[src/rtl/axis_rr_arbiter.sv]
// Two-source AXI-Stream round-robin arbiter, bursts of up to C_BURST_LEN beats per grant.
// Latency: 1 cycle arbitration from IDLE, 1 cycle from accepted beat to registered output.
// Backpressure: granted tready = !m00_axis_tvalid || m00_axis_tready; non-granted tready is 0.
module axis_rr_arbiter #(
   parameter int C_AXIS_TDATA_WIDTH = 32,
   parameter int C_BURST_LEN        = 4,
   parameter int C_CNT_WIDTH        = 8
) (
   input  logic                          aclk,
   input  logic                          aresetn,
   input  logic                          cfg_enable,
   input  logic                          s00_axis_tvalid,
   output logic                          s00_axis_tready,
   input  logic [C_AXIS_TDATA_WIDTH-1:0] s00_axis_tdata,
   input  logic                          s01_axis_tvalid,
   output logic                          s01_axis_tready,
   input  logic [C_AXIS_TDATA_WIDTH-1:0] s01_axis_tdata,
   output logic                          m00_axis_tvalid,
   output logic [C_AXIS_TDATA_WIDTH-1:0] m00_axis_tdata,
   input  logic                          m00_axis_tready,
   output logic [1:0]                    grant
);

   // State encoding doubles as the one-hot grant vector.
   localparam logic [1:0] ST_IDLE = 2'b00;
   localparam logic [1:0] ST_G0   = 2'b01;
   localparam logic [1:0] ST_G1   = 2'b10;

   localparam logic [C_CNT_WIDTH-1:0] LAST_BEAT = C_CNT_WIDTH'(C_BURST_LEN - 1);

   logic [1:0]                    state;
   logic [1:0]                    state_nxt;
   logic                          last_grant;      // 1 = requester 1 owned the last grant
   logic                          last_grant_nxt;
   logic [C_CNT_WIDTH-1:0]        beat_cnt;
   logic                          out_free;
   logic                          acc0;
   logic                          acc1;
   logic                          accept;
   logic [C_AXIS_TDATA_WIDTH-1:0] acc_data;
   logic                          burst_end;
   logic                          rel0;
   logic                          rel1;

   assign grant     = state;
   assign out_free  = !m00_axis_tvalid || m00_axis_tready;
   assign burst_end = (beat_cnt == LAST_BEAT);

   // Ready depends only on ownership and output-register space, never on tvalid.
   always_comb begin
      s00_axis_tready = (state == ST_G0) && out_free;
      s01_axis_tready = (state == ST_G1) && out_free;
   end

   // Handshake detection and selection of the accepted beat.
   always_comb begin
      acc0     = s00_axis_tvalid && s00_axis_tready;
      acc1     = s01_axis_tvalid && s01_axis_tready;
      accept   = acc0 || acc1;
      acc_data = acc1 ? s01_axis_tdata : s00_axis_tdata;
   end

   // Release: burst completed, source went idle, or disabled while no beat moves.
   always_comb begin
      rel0 = (acc0 && burst_end) || !s00_axis_tvalid || (!cfg_enable && !acc0);
      rel1 = (acc1 && burst_end) || !s01_axis_tvalid || (!cfg_enable && !acc1);
   end

   // Next grant: round-robin on ties, direct hand-over to a waiting peer on release.
   always_comb begin
      state_nxt      = state;
      last_grant_nxt = last_grant;
      case (state)
         ST_IDLE: begin
            if (cfg_enable) begin
               if (s00_axis_tvalid && s01_axis_tvalid) begin
                  state_nxt = last_grant ? ST_G0 : ST_G1;
               end else if (s00_axis_tvalid) begin
                  state_nxt = ST_G0;
               end else if (s01_axis_tvalid) begin
                  state_nxt = ST_G1;
               end
            end
         end
         ST_G0: begin
            if (rel0) begin
               last_grant_nxt = 1'b0;
               state_nxt      = (cfg_enable && s01_axis_tvalid) ? ST_G1 : ST_IDLE;
            end
         end
         ST_G1: begin
            if (rel1) begin
               last_grant_nxt = 1'b1;
               state_nxt      = (cfg_enable && s00_axis_tvalid) ? ST_G0 : ST_IDLE;
            end
         end
         default: begin
            state_nxt = ST_IDLE;
         end
      endcase
   end

   // Grant state, round-robin pointer and per-grant beat counter.
   always_ff @(posedge aclk or negedge aresetn) begin
      if (!aresetn) begin
         state      <= ST_IDLE;
         last_grant <= 1'b1;
         beat_cnt   <= '0;
      end else begin
         state      <= state_nxt;
         last_grant <= last_grant_nxt;
         if (state_nxt != state) begin
            beat_cnt <= '0;
         end else if (accept) begin
            beat_cnt <= beat_cnt + C_CNT_WIDTH'(1);
         end
      end
   end

   // Single output register: load on accept, clear valid once drained.
   always_ff @(posedge aclk or negedge aresetn) begin
      if (!aresetn) begin
         m00_axis_tvalid <= 1'b0;
         m00_axis_tdata  <= '0;
      end else if (accept) begin
         m00_axis_tvalid <= 1'b1;
         m00_axis_tdata  <= acc_data;
      end else if (m00_axis_tready) begin
         m00_axis_tvalid <= 1'b0;
      end
   end

endmodule

[config.mk]
export PLATFORM = sky130hd
export DESIGN_NAME = axis_rr_arbiter
export DESIGN_NICKNAME = d
export VERILOG_FILES = /design/src/rtl/axis_rr_arbiter.sv
export SDC_FILE = /design/constraint.sdc
export NUM_CORES = 1
export LEC_CHECK = 0
export CORE_MARGIN = 2
export CORE_UTILIZATION = 44
export DETAILED_ROUTE_END_ITERATION = 10
export HOLD_SLACK_MARGIN = 0.03
export MAX_ROUTING_LAYER = met4
export PLACE_DENSITY = 0.86
export SLEW_MARGIN = 10
export SYNTH_ARGS = -nofsm -noshare
export SYNTH_HDL_FRONTEND = slang
export SYNTH_SLANG_ARGS = --single-unit
export TNS_END_PERCENT = 1
[constraint.sdc]
create_clock -name aclk -period 4.6 [get_ports aclk]
set_input_delay 1.15 -clock aclk [delete_from_list [all_inputs] [get_ports aclk]]
set_output_delay 1.15 -clock aclk [all_outputs]
set_load 0.005 [all_outputs]
# ---- Word level (Yosys, flattened, before mapping)
# Index checks and enable logic that the tools add are counted.
dict set report totals {
  word_cells 58
  output_inout_bits 37
  register_bits 44
}
dict set report classes {
  eq_ne 6
  add_sub_neg 1
  n_reduce_logical 28
  mux 18
}
# cell count
set op_table {}
lappend op_table {{$mux 32} 1}
lappend op_table {{$mux 2} 8}
lappend op_table {{$mux 8} 2}
lappend op_table {{$logic_and 1x1->1} 11}
lappend op_table {{$add 8x1->8 const B} 1}
lappend op_table {{$eq 8x2->1 const B} 1}
lappend op_table {{$logic_not 1->1} 6}
lappend op_table {{$logic_or 1x1->1} 6}
lappend op_table {{$pmux 2 s3} 1}
lappend op_table {{$reduce_bool 2->1} 3}
lappend op_table {{$mux 1} 5}
lappend op_table {{$ne 2x2->1 const B} 2}
lappend op_table {{$reduce_and 3->1} 1}
lappend op_table {{$eq 2x1->1 const B} 1}
lappend op_table {{$eq 2x2->1 const B} 1}
lappend op_table {{$logic_not 2->1} 1}
lappend op_table {{$ne 2x2->1} 1}
lappend op_table {{$pmux 1 s2} 1}

# ---- Longest topological paths before layout
dict set report depth {
  depth_word 11
  ltp_mapped 8
}

# ---- Worst setup path before layout
# OpenSTA, ideal clock, no wires.
dict set report synth_path {
  kind {input -> output}
  from {input m00_axis_tready}
  to {output s01_axis_tready}
  setup_slack_ns 1.740
  stages 4
  required_ns 3.450
  arrival_ns 1.710
  cell_sequence {nand2b_1 buf_2 and3_1 clkbuf_1}
}
dict set report synth_via {
  elab_chain_cells 2
}
# element line_no
set synth_rtl {}
lappend synth_rtl {{start, declared} 20} ;# input logic m00_axis_tready,
lappend synth_rtl {{$logic_or 1x1->1} 46} ;# assign out_free = !m00_axis_tvalid || m00_axis_tready;
lappend synth_rtl {{$logic_and 1x1->1} 52} ;# s01_axis_tready = (state == ST_G1) && out_free;
lappend synth_rtl {{end, declared} 16} ;# output logic s01_axis_tready,
# No other way between the ends.

# ---- Final worst setup path
# Ends and elaborated chain as after synthesis.

==> results.py <==
metrics = {
    "synthesis": {
        "synth_area_leader_cell": "dfrtp_1",
        "synth_area_per_cell_um2": 8.75,
        "ys_top_cells_by_area": "dfrtp_1 48%, nand2_1 12%, a31oi_1 9.0%, nor2_1 5.6%, nor3_1 1.8%",
        "synth-edff-count": 0,
        "async_reset_ff_share_pct": 100,
        "ys_seq_elements": 44,
        "postSynthCellCount": 254,
        "synth_fp_nets": 325,
        "synth.distinct_cells": 42,
        "ys.flop_type": "dfrtp_1",
        "syn_area_mm2": 0.00222,
        "yosysWarnings": 0,
        "yosysSeqAreaShare_pct": 49.6,
        "yosysTopAreaCellShare_pct": 48.4,
    },
    "setup_path": {
        "cp_data_arrival_time_ns": 2.70,
        "r2r-start": "grant[0]",
        "startpoint": "m00_axis_tready",
        "r2r_end": "beat_cnt[3]",
        "cp-start-kind": "input port",
        "crit_required_ns": 3.45,
        "reg2reg_slack_ns": 2.32,
        "cp_max_fo": 9,
        "crit_path_end": "s01_axis_tready",
        "worstRegToRegCells": 5,
        "criticalPathCategory": "in2out",
        "endpoint_kind": "output port",
    },
    "layout": {
        "fin_nets": 423,
        "fin_cells": 420,
        "drive_above_1_share_pct": 6.23,
        "diodes": 0,
        "area_growth_pct": 52.3,
        "final_core_util_pct": 70.7,
    },
    "cts": {
        "numClockSinks": 44,
        "ctsHoldBuffers": 0,
        "cts.repair.resized": 0,
        "cts_tree": "done",
        "post-cts-setup-buffer-count": 0,
        "cts_buffer_depth": 2,
        "cts_htree_levels": 2,
        "clk_pin_slew_worst_paths_ns": 0.08,
        "clock-root-buffer": "clkbuf_8",
        "cts_buffers": 5,
        "clk_latency_ns": 0.30,
    },
    "floorplanning": {
        "rows": 25,
        "boundaryPins": 107,
        "die_h_um": 75.1,
        "core-area_mm2": 0.00479,
        "initial_utilization_pct": 46.4,
        "fp.dieArea_mm2": 0.00563,
        "fp.dieW_um": 75.1,
    },
    "detailed_routing": {
        "via_per_inst": 5.23,
        "drtPass1Iterations": 4,
        "drc_errors": 0,
        "ant_nets": 0,
        "drt_iter0_markers": 107,
        "via_count": 2196,
        "routed_wl_um": 6050,
        "wl_per_cell_um": 14.4,
    },
    "power_and_ir_drop": {
        "combPwrFrac_pct": 44.5,
        "p_leak_uw": 0.00141,
        "powerDensity_mw_per_mm2": 471,
        "vdd_drop_max_mv": 0.197,
        "power_frac_clock_pct": 15.0,
        "power_uw": 1590,
        "seqPwrFrac_pct": 40.5,
        "intPower_uw": 1090,
        "power.net_switching_uw": 498,
        "swShare_pct": 31.3,
    },
    "global_routing": {
        "antenna_found_initial": 0,
        "grt_max_degree": 65,
        "grt_pass1_wl_um": 9460,
        "grt_overflow_total": 0,
        "grt_pass1_vias": 2115,
        "grt_usage_pct": 22.3,
    },
    "timing": {
        "tightestPinTransition_ns": 1.09,
        "fmax_ghz": 0.260,
        "finalHoldViolCount": 0,
        "slew_headroom_pct": 26.9,
        "rsz0062_at_grt": "no",
        "fin_crit_sh_pct": 83.7,
        "layout_min_cycle_time_ns": 3.85,
        "finalSetupViolCount": 0,
        "holdWs_ns": 0.544,
        "slew_violations": 0,
        "fin_setup_tns_ns": 0,
        "clock-skew-final_ns": 0.0108,
    },
    "min_path": {
        "min-delay-start": "m00_axis_tdata[27]",
        "hold_class": "reg2reg",
    },
    "place": {
        "portBuffers": 106,
        "hpwl_um": 4280,
        "dp_cells": 412,
        "gp_congestion": 0.801,
    },
    "run_status": {
        "status": "finished clean",
    },
    "flow_run": {
        "max_cap_violations": 0,
    },
}
-- stage by stage --
step	cell area [um^2]	worst slack, ns
global placement	3300	0.789
global route	3380	0.664
floorplan	2220	1.74
finish	3380	0.749
CTS	3380	0.743
detailed placement	3300	0.741
-- routing by layer --
metal / up-vias / share of wire [%] / track usage (%)
met4: 0 / 0.35 / 5.75
li1: 1074 / - / -
met5: - / 0 / -
met2: 84 / 49 / 38.5
met3: 2 / 8.1 / 4.15
met1: 1036 / 43 / 26.9
-- Yosys cell counts (2+ instances only) --
master and n:
nor3_1 8, nand4_1 2, a21oi_1 4, xor2_1 2
nor2_1 33, a31oi_1 32, nand3_1 3, clkbuf_1 6
nand2_1 72, o21ai_0 2, and3_1 4, buf_4 2
and3b_1 2, xnor2_1 4, buf_2 7, dfrtp_1 43
nand2b_1 3
-- registers in the layout, summed over array words and instances (netlist names) --
signal           flops
beat_cnt             8
m00_axis_tvalid      1
m00_axis_tdata      32
grant                2
last_grant           1
-- area by class of cell --
| cell class | instances | area, um^2 |
|---|---|---|
| Clock buffer | 5 | 68.8 |
| Clock inverter | 3 | 18.8 |
| Fill cell | 391 | 1400 |
| Inverter | 1 | 3.75 |
| Multi-Input combinational cell | 193 | 1040 |
| Sequential cell | 44 | 1100 |
| Tap cell | 67 | 83.8 |
| Timing Repair Buffer | 107 | 1060 |
-- worst min-delay path by stage --
| stage | end | slack [ns] | cells after the start |
|---|---|---|---|
| after floorplan | m00_axis_tdata[0] | 0.54 | 2 |
| final | m00_axis_tdata[27] | 0.54 | 2 |
| after CTS | m00_axis_tdata[27] | 0.55 | 2 |
| after detailed placement | m00_axis_tdata[27] | 0.53 | 2 |
| after global placement | m00_axis_tdata[13] | 0.53 | 2 |
| after global routing | m00_axis_tdata[4] | 0.56 | 2 |
-- kinds of logic (layout without fill, tap and decap cells) --
| family | count (synthesis) | in the layout | synth area share, % |
|---|---|---|---|
| AOI/OAI and AO/OA | 51 | 51 | 16.9 |
| muxes | 2 | 2 | 0.957 |
| DFF | 44 | 44 | 49.6 |
| adders and majority gates | 1 | 1 | 0.563 |
| xor gates and xnor gates | 6 | 6 | 2.36 |
| buffers and inverters | 17 | 116 | 3.60 |
| and+or+nand+nor | 133 | 133 | 26.0 |
-- power groups by stage --
stage / registers (uW) / logic [uW] / clock network, uW
final: 645 / 709 / 239
after global routing: 663 / 776 / 258
after CTS: 645 / 719 / 246
after detailed placement: 651 / 715 / 0
after global placement: 643 / 701 / 0
after floorplan: 654 / 271 / 0
-- critical path, stage by stage --
cell and delay (ns):
clkdlybuf4s50_1 0.44, nand2b_1 0.29, and3_1 0.29, clkdlybuf4s50_1 0.53
-- cells in the final DEF (no fill, tap or decap), types with 2 or more instances in the layout --
master           Yosys  layout
a31oi_1             32      32
xor2_1               2       2
clkinv_2             0       2
o21ai_0              2       2
nand2b_1             3       3
nand2_1             72      71
and3_1               4       4
nand3_1              3       3
clkbuf_8             0       5
nor3_1               8       8
a21oi_1              4       4
xnor2_1              4       4
and3b_1              2       2
dfrtp_1             43      43
clkdlybuf4s50_1      0     105
nor2_1              33      33
nand4_1              2       2
(Power assumes the default switching activity.)
==> RTL edit 1: new RTL, same settings <==
`C_CNT_WIDTH`: 8 -> 9.
--- a/src/rtl/axis_rr_arbiter.sv
+++ b/src/rtl/axis_rr_arbiter.sv
@@ -4,7 +4,7 @@
 module axis_rr_arbiter #(
    parameter int C_AXIS_TDATA_WIDTH = 32,
    parameter int C_BURST_LEN        = 4,
-   parameter int C_CNT_WIDTH        = 8
+   parameter int C_CNT_WIDTH        = 9
 ) (
    input  logic                          aclk,
    input  logic                          aresetn,
Behaviour: no difference found for any inputs over 10 cycles, from zero or initial values and one cycle with aresetn low; that may be too few to reach the edited logic, so the function may still have changed.
==> RTL edit 1 against the unedited design <==
Count of clock-buffer cells in the layout unchanged; worst setup slack improved by 0.059 ns; cell area increased by 3.4%; area after synthesis increased by 3.7%; clock skew decreased by 0.0057 ns; power increased by 12%; register-to-register slack improved by 0.23 ns; synthesized cell count decreased by 9.8%; fmax increased by 1.6%; final cell count decreased by 4.0%; worst hold slack improved by 0.040 ns; global-route usage decreased by 0.71 points; sequential cell count increased by 1; routed wire length decreased by 5.9%; critical path type unchanged; largest cell class unchanged; largest power group unchanged.
==> RTL edit 1: results (changes against the unedited design) <==
Critical Path End s00_axis_tready; slew of the pin with the lowest slew margin 1.008 ns (-0.08500 ns); top cells by area, synth dfrtp_1 48%, mux2i_1 14%, a21oi_1 7.8%; GRT met2 Usage 35.31% (-3.2 points); outcome finished clean; Leak 1.590 nW (+12%); R2R Path Start beat_cnt[0]; Min Hold Slack 0.5842 ns (+0.03980 ns); DR WL met3 378 microns (-23%); Post-Route WL 5.694 mm (-5.9%); WL met2 2.866 mm (-2.6%); Final min period 3.792 ns (-0.05927 ns); switch share 32.53% (+1.3 points); Syn Inst Count 229 (-9.8%); P_seq 0.670 mW (+3.9%); comb pwr 0.866 mW (+22%); top cell types by occurrence after synthesis 44 x dfrtp_1, 36 x a21oi_1, 34 x nor2_1, 33 x mux2i_1, 13 x nor3_1; first-pass GRT wire length 9.963 mm (+5.3%); vias in the first global route 2111 (-0.19%); Worst Path Arrival 2.64 ns (-0.06 ns); Place WS 0.8161 ns (+0.07515 ns); hpwl dp 4.196 mm (-1.9%); Final Non-Filler Cells 403 (-4.0%); Reg2Reg Depth 6 (+1); gpl congestion 0.8739 (+9.1%); syn_nets 300 (-7.7%)
## RTL edit 1: cell count changes after synthesis, sizes merged, moves of 3 or more
cell	unedited run	this run
nand2	72	10
inv	1	4
and3	4	1
mux2i	1	33
o211ai	1	4
a21oi	5	36
nor3	9	13
a31oi	32	1
buf	10	7
## RTL edit 1: area by class of cell
cell class                      count  area (sq um)  area share (%)
Multi-Input combinational cell    167          1105           31.57
Clock inverter                      3         17.52          0.5005
Inverter                            4         15.01          0.4290
Timing Repair Buffer              109          1079           30.82
Sequential cell                    45          1127           32.21
Tap cell                           70         87.58           2.503
Clock buffer                        5         68.82           1.966
## RTL edit 1: cells by family after synthesis
family          after synthesis  synth area share, %
buf+inv                      17                3.421
xor+xnor                      8                3.042
flops                        45                48.94
simple gates                 76                16.62
fa+ha+maj                     1               0.5431
mux                          33                14.34
compound gates               49                13.09
==> RTL edit 2: new RTL, same flow settings <==
Without the edit above. Register the input `cfg_enable` before use, without a reset. The logic sees it one clock later. The other inputs are not delayed to match.
--- a/src/rtl/axis_rr_arbiter.sv
+++ b/src/rtl/axis_rr_arbiter.sv
@@ -27,6 +27,12 @@
    localparam logic [1:0] ST_G1   = 2'b10;
 
    localparam logic [C_CNT_WIDTH-1:0] LAST_BEAT = C_CNT_WIDTH'(C_BURST_LEN - 1);
+
+   logic cfg_enable_q;
+
+   always_ff @(posedge aclk) begin
+      cfg_enable_q <= cfg_enable;
+   end
 
    logic [1:0]                    state;
    logic [1:0]                    state_nxt;
@@ -62,8 +68,8 @@
 
    // Release: burst completed, source went idle, or disabled while no beat moves.
    always_comb begin
-      rel0 = (acc0 && burst_end) || !s00_axis_tvalid || (!cfg_enable && !acc0);
-      rel1 = (acc1 && burst_end) || !s01_axis_tvalid || (!cfg_enable && !acc1);
+      rel0 = (acc0 && burst_end) || !s00_axis_tvalid || (!cfg_enable_q && !acc0);
+      rel1 = (acc1 && burst_end) || !s01_axis_tvalid || (!cfg_enable_q && !acc1);
    end
 
    // Next grant: round-robin on ties, direct hand-over to a waiting peer on release.
@@ -72,7 +78,7 @@
       last_grant_nxt = last_grant;
       case (state)
          ST_IDLE: begin
-            if (cfg_enable) begin
+            if (cfg_enable_q) begin
                if (s00_axis_tvalid && s01_axis_tvalid) begin
                   state_nxt = last_grant ? ST_G0 : ST_G1;
                end else if (s00_axis_tvalid) begin
@@ -85,13 +91,13 @@
          ST_G0: begin
             if (rel0) begin
                last_grant_nxt = 1'b0;
-               state_nxt      = (cfg_enable && s01_axis_tvalid) ? ST_G1 : ST_IDLE;
+               state_nxt      = (cfg_enable_q && s01_axis_tvalid) ? ST_G1 : ST_IDLE;
             end
          end
          ST_G1: begin
             if (rel1) begin
                last_grant_nxt = 1'b1;
-               state_nxt      = (cfg_enable && s00_axis_tvalid) ? ST_G0 : ST_IDLE;
+               state_nxt      = (cfg_enable_q && s00_axis_tvalid) ? ST_G0 : ST_IDLE;
             end
          end
          default: begin
Check against the original RTL: not equivalent (a bounded check fails within 4 cycles, from zero or initial values and one cycle with aresetn low).
==> RTL edit 2 against the unedited design <==
Routed wire length decreased by 2.8%; sequential power grew 0.6%; sequential cell count up 1; count of clock-buffer cells in the layout is 2 higher; utilization is 0.24 points higher; synthesized cell count is 0.39% higher; area after synthesis increased by 0.90%; largest cell class unchanged; power is 2.3% higher; worst setup slack got worse by 0.015 ns; cell area increased by 1.0%.
==> RTL edit 2: results (changes against the unedited design) <==
sequential area share after synthesis 50.06% (+0.45 points); layout cell share with drive strength beyond 1 6.215% (-0.018 points); first-pass GRT wire length 9.370 mm (-0.94%); top cells by area, synth dfrtp_1 48%, nand2_1 12%, a31oi_1 8.9%; Total Routing Usage GR 21.97% (-0.37 points); syn_nets 326 (+0.31%); Hold Startpoint m00_axis_tdata[8]; Worst Path Arrival 2.72 ns (+0.02 ns); skew final 0.002584 ns (-0.008251 ns); R2R setup slack 2.30 ns (-0.02 ns); Compound-Gate Fraction of Synth Area 16.74% (-0.15 points); fill count 401 (+2.6%); Place WS 0.7493 ns (+0.008345 ns); post-DR vias/cell 5.223 (-0.10%); dpl cell area 3316 sq um (+0.61%); WL met2 2.804 mm (-4.7%); M1 WL 2.552 mm (-1.5%); Post-Syn Area per Cell 8.793 sq um (+0.51%); vias in the first global route 2092 (-1.1%); outcome finished clean; Post-Route WL 5.881 mm (-2.8%); async set-reset flop share out of synthesis 97.78% (-2.2 points); WHS Endpoint m00_axis_tdata[8]; gpl congestion 0.8931 (+12%); Rel. slew slack 26.58% (-0.36 points); Leak 1.428 nW (+1.0%)
[RTL edit 2: routing by layer]
layer | track usage, % | up-vias
li1 | - | 1075
met1 | 26.15 | 1044
met2 | 36.91 | 73
met3 | 4.365 | 7
met4 | 8.187 | 0
met5 | - | -
[RTL edit 2: final cells by class]
| class | instances | area, sq um | share of cell area, % |
|---|---|---|---|
| clock buffer | 7 | 96.34 | 2.819 |
| sequential | 45 | 1122 | 32.85 |
| inverter | 1 | 3.754 | 0.1098 |
| timing repair buffer | 107 | 1064 | 31.12 |
| clock inverter | 1 | 5.005 | 0.1465 |
| tap | 67 | 83.83 | 2.453 |
| multi-input combinational | 193 | 1042 | 30.50 |
[RTL edit 2: cell families (layout without fill, tap and decap cells)]
family,Yosys count,count (layout)
adders and majority gates,1,1
muxes,2,2
xor gates and xnor gates,6,6
DFF,45,45
AOI/OAI and AO/OA,51,51
buffers and inverters,17,116
and+or+nand+nor,133,133
[RTL edit 2: power by group through the flow]
| stage | Clock [mW] | Sequential, mW | Combinational, mW |
|---|---|---|---|
| after CTS | 0.275 | 0.650 | 0.721 |
| final | 0.269 | 0.649 | 0.711 |
| after global routing | 0.289 | 0.671 | 0.784 |
| after detailed placement | 0 | 0.656 | 0.718 |
| after floorplan | 0 | 0.664 | 0.271 |
| after global placement | 0 | 0.649 | 0.701 |
[RTL edit 2: worst max-delay path by stage]
stage,to,start
after floorplan,s01_axis_tready,m00_axis_tready
after global placement,s01_axis_tready,m00_axis_tready
after detailed placement,s01_axis_tready,m00_axis_tready
after CTS,s01_axis_tready,m00_axis_tready
after global routing,s01_axis_tready,m00_axis_tready
final,s01_axis_tready,m00_axis_tready
[RTL edit 2: critical path, cell delays in order]
cell and delay (ns):
clkdlybuf4s50_1 0.45, nand2b_1 0.28, and3_1 0.30, clkdlybuf4s50_1 0.54
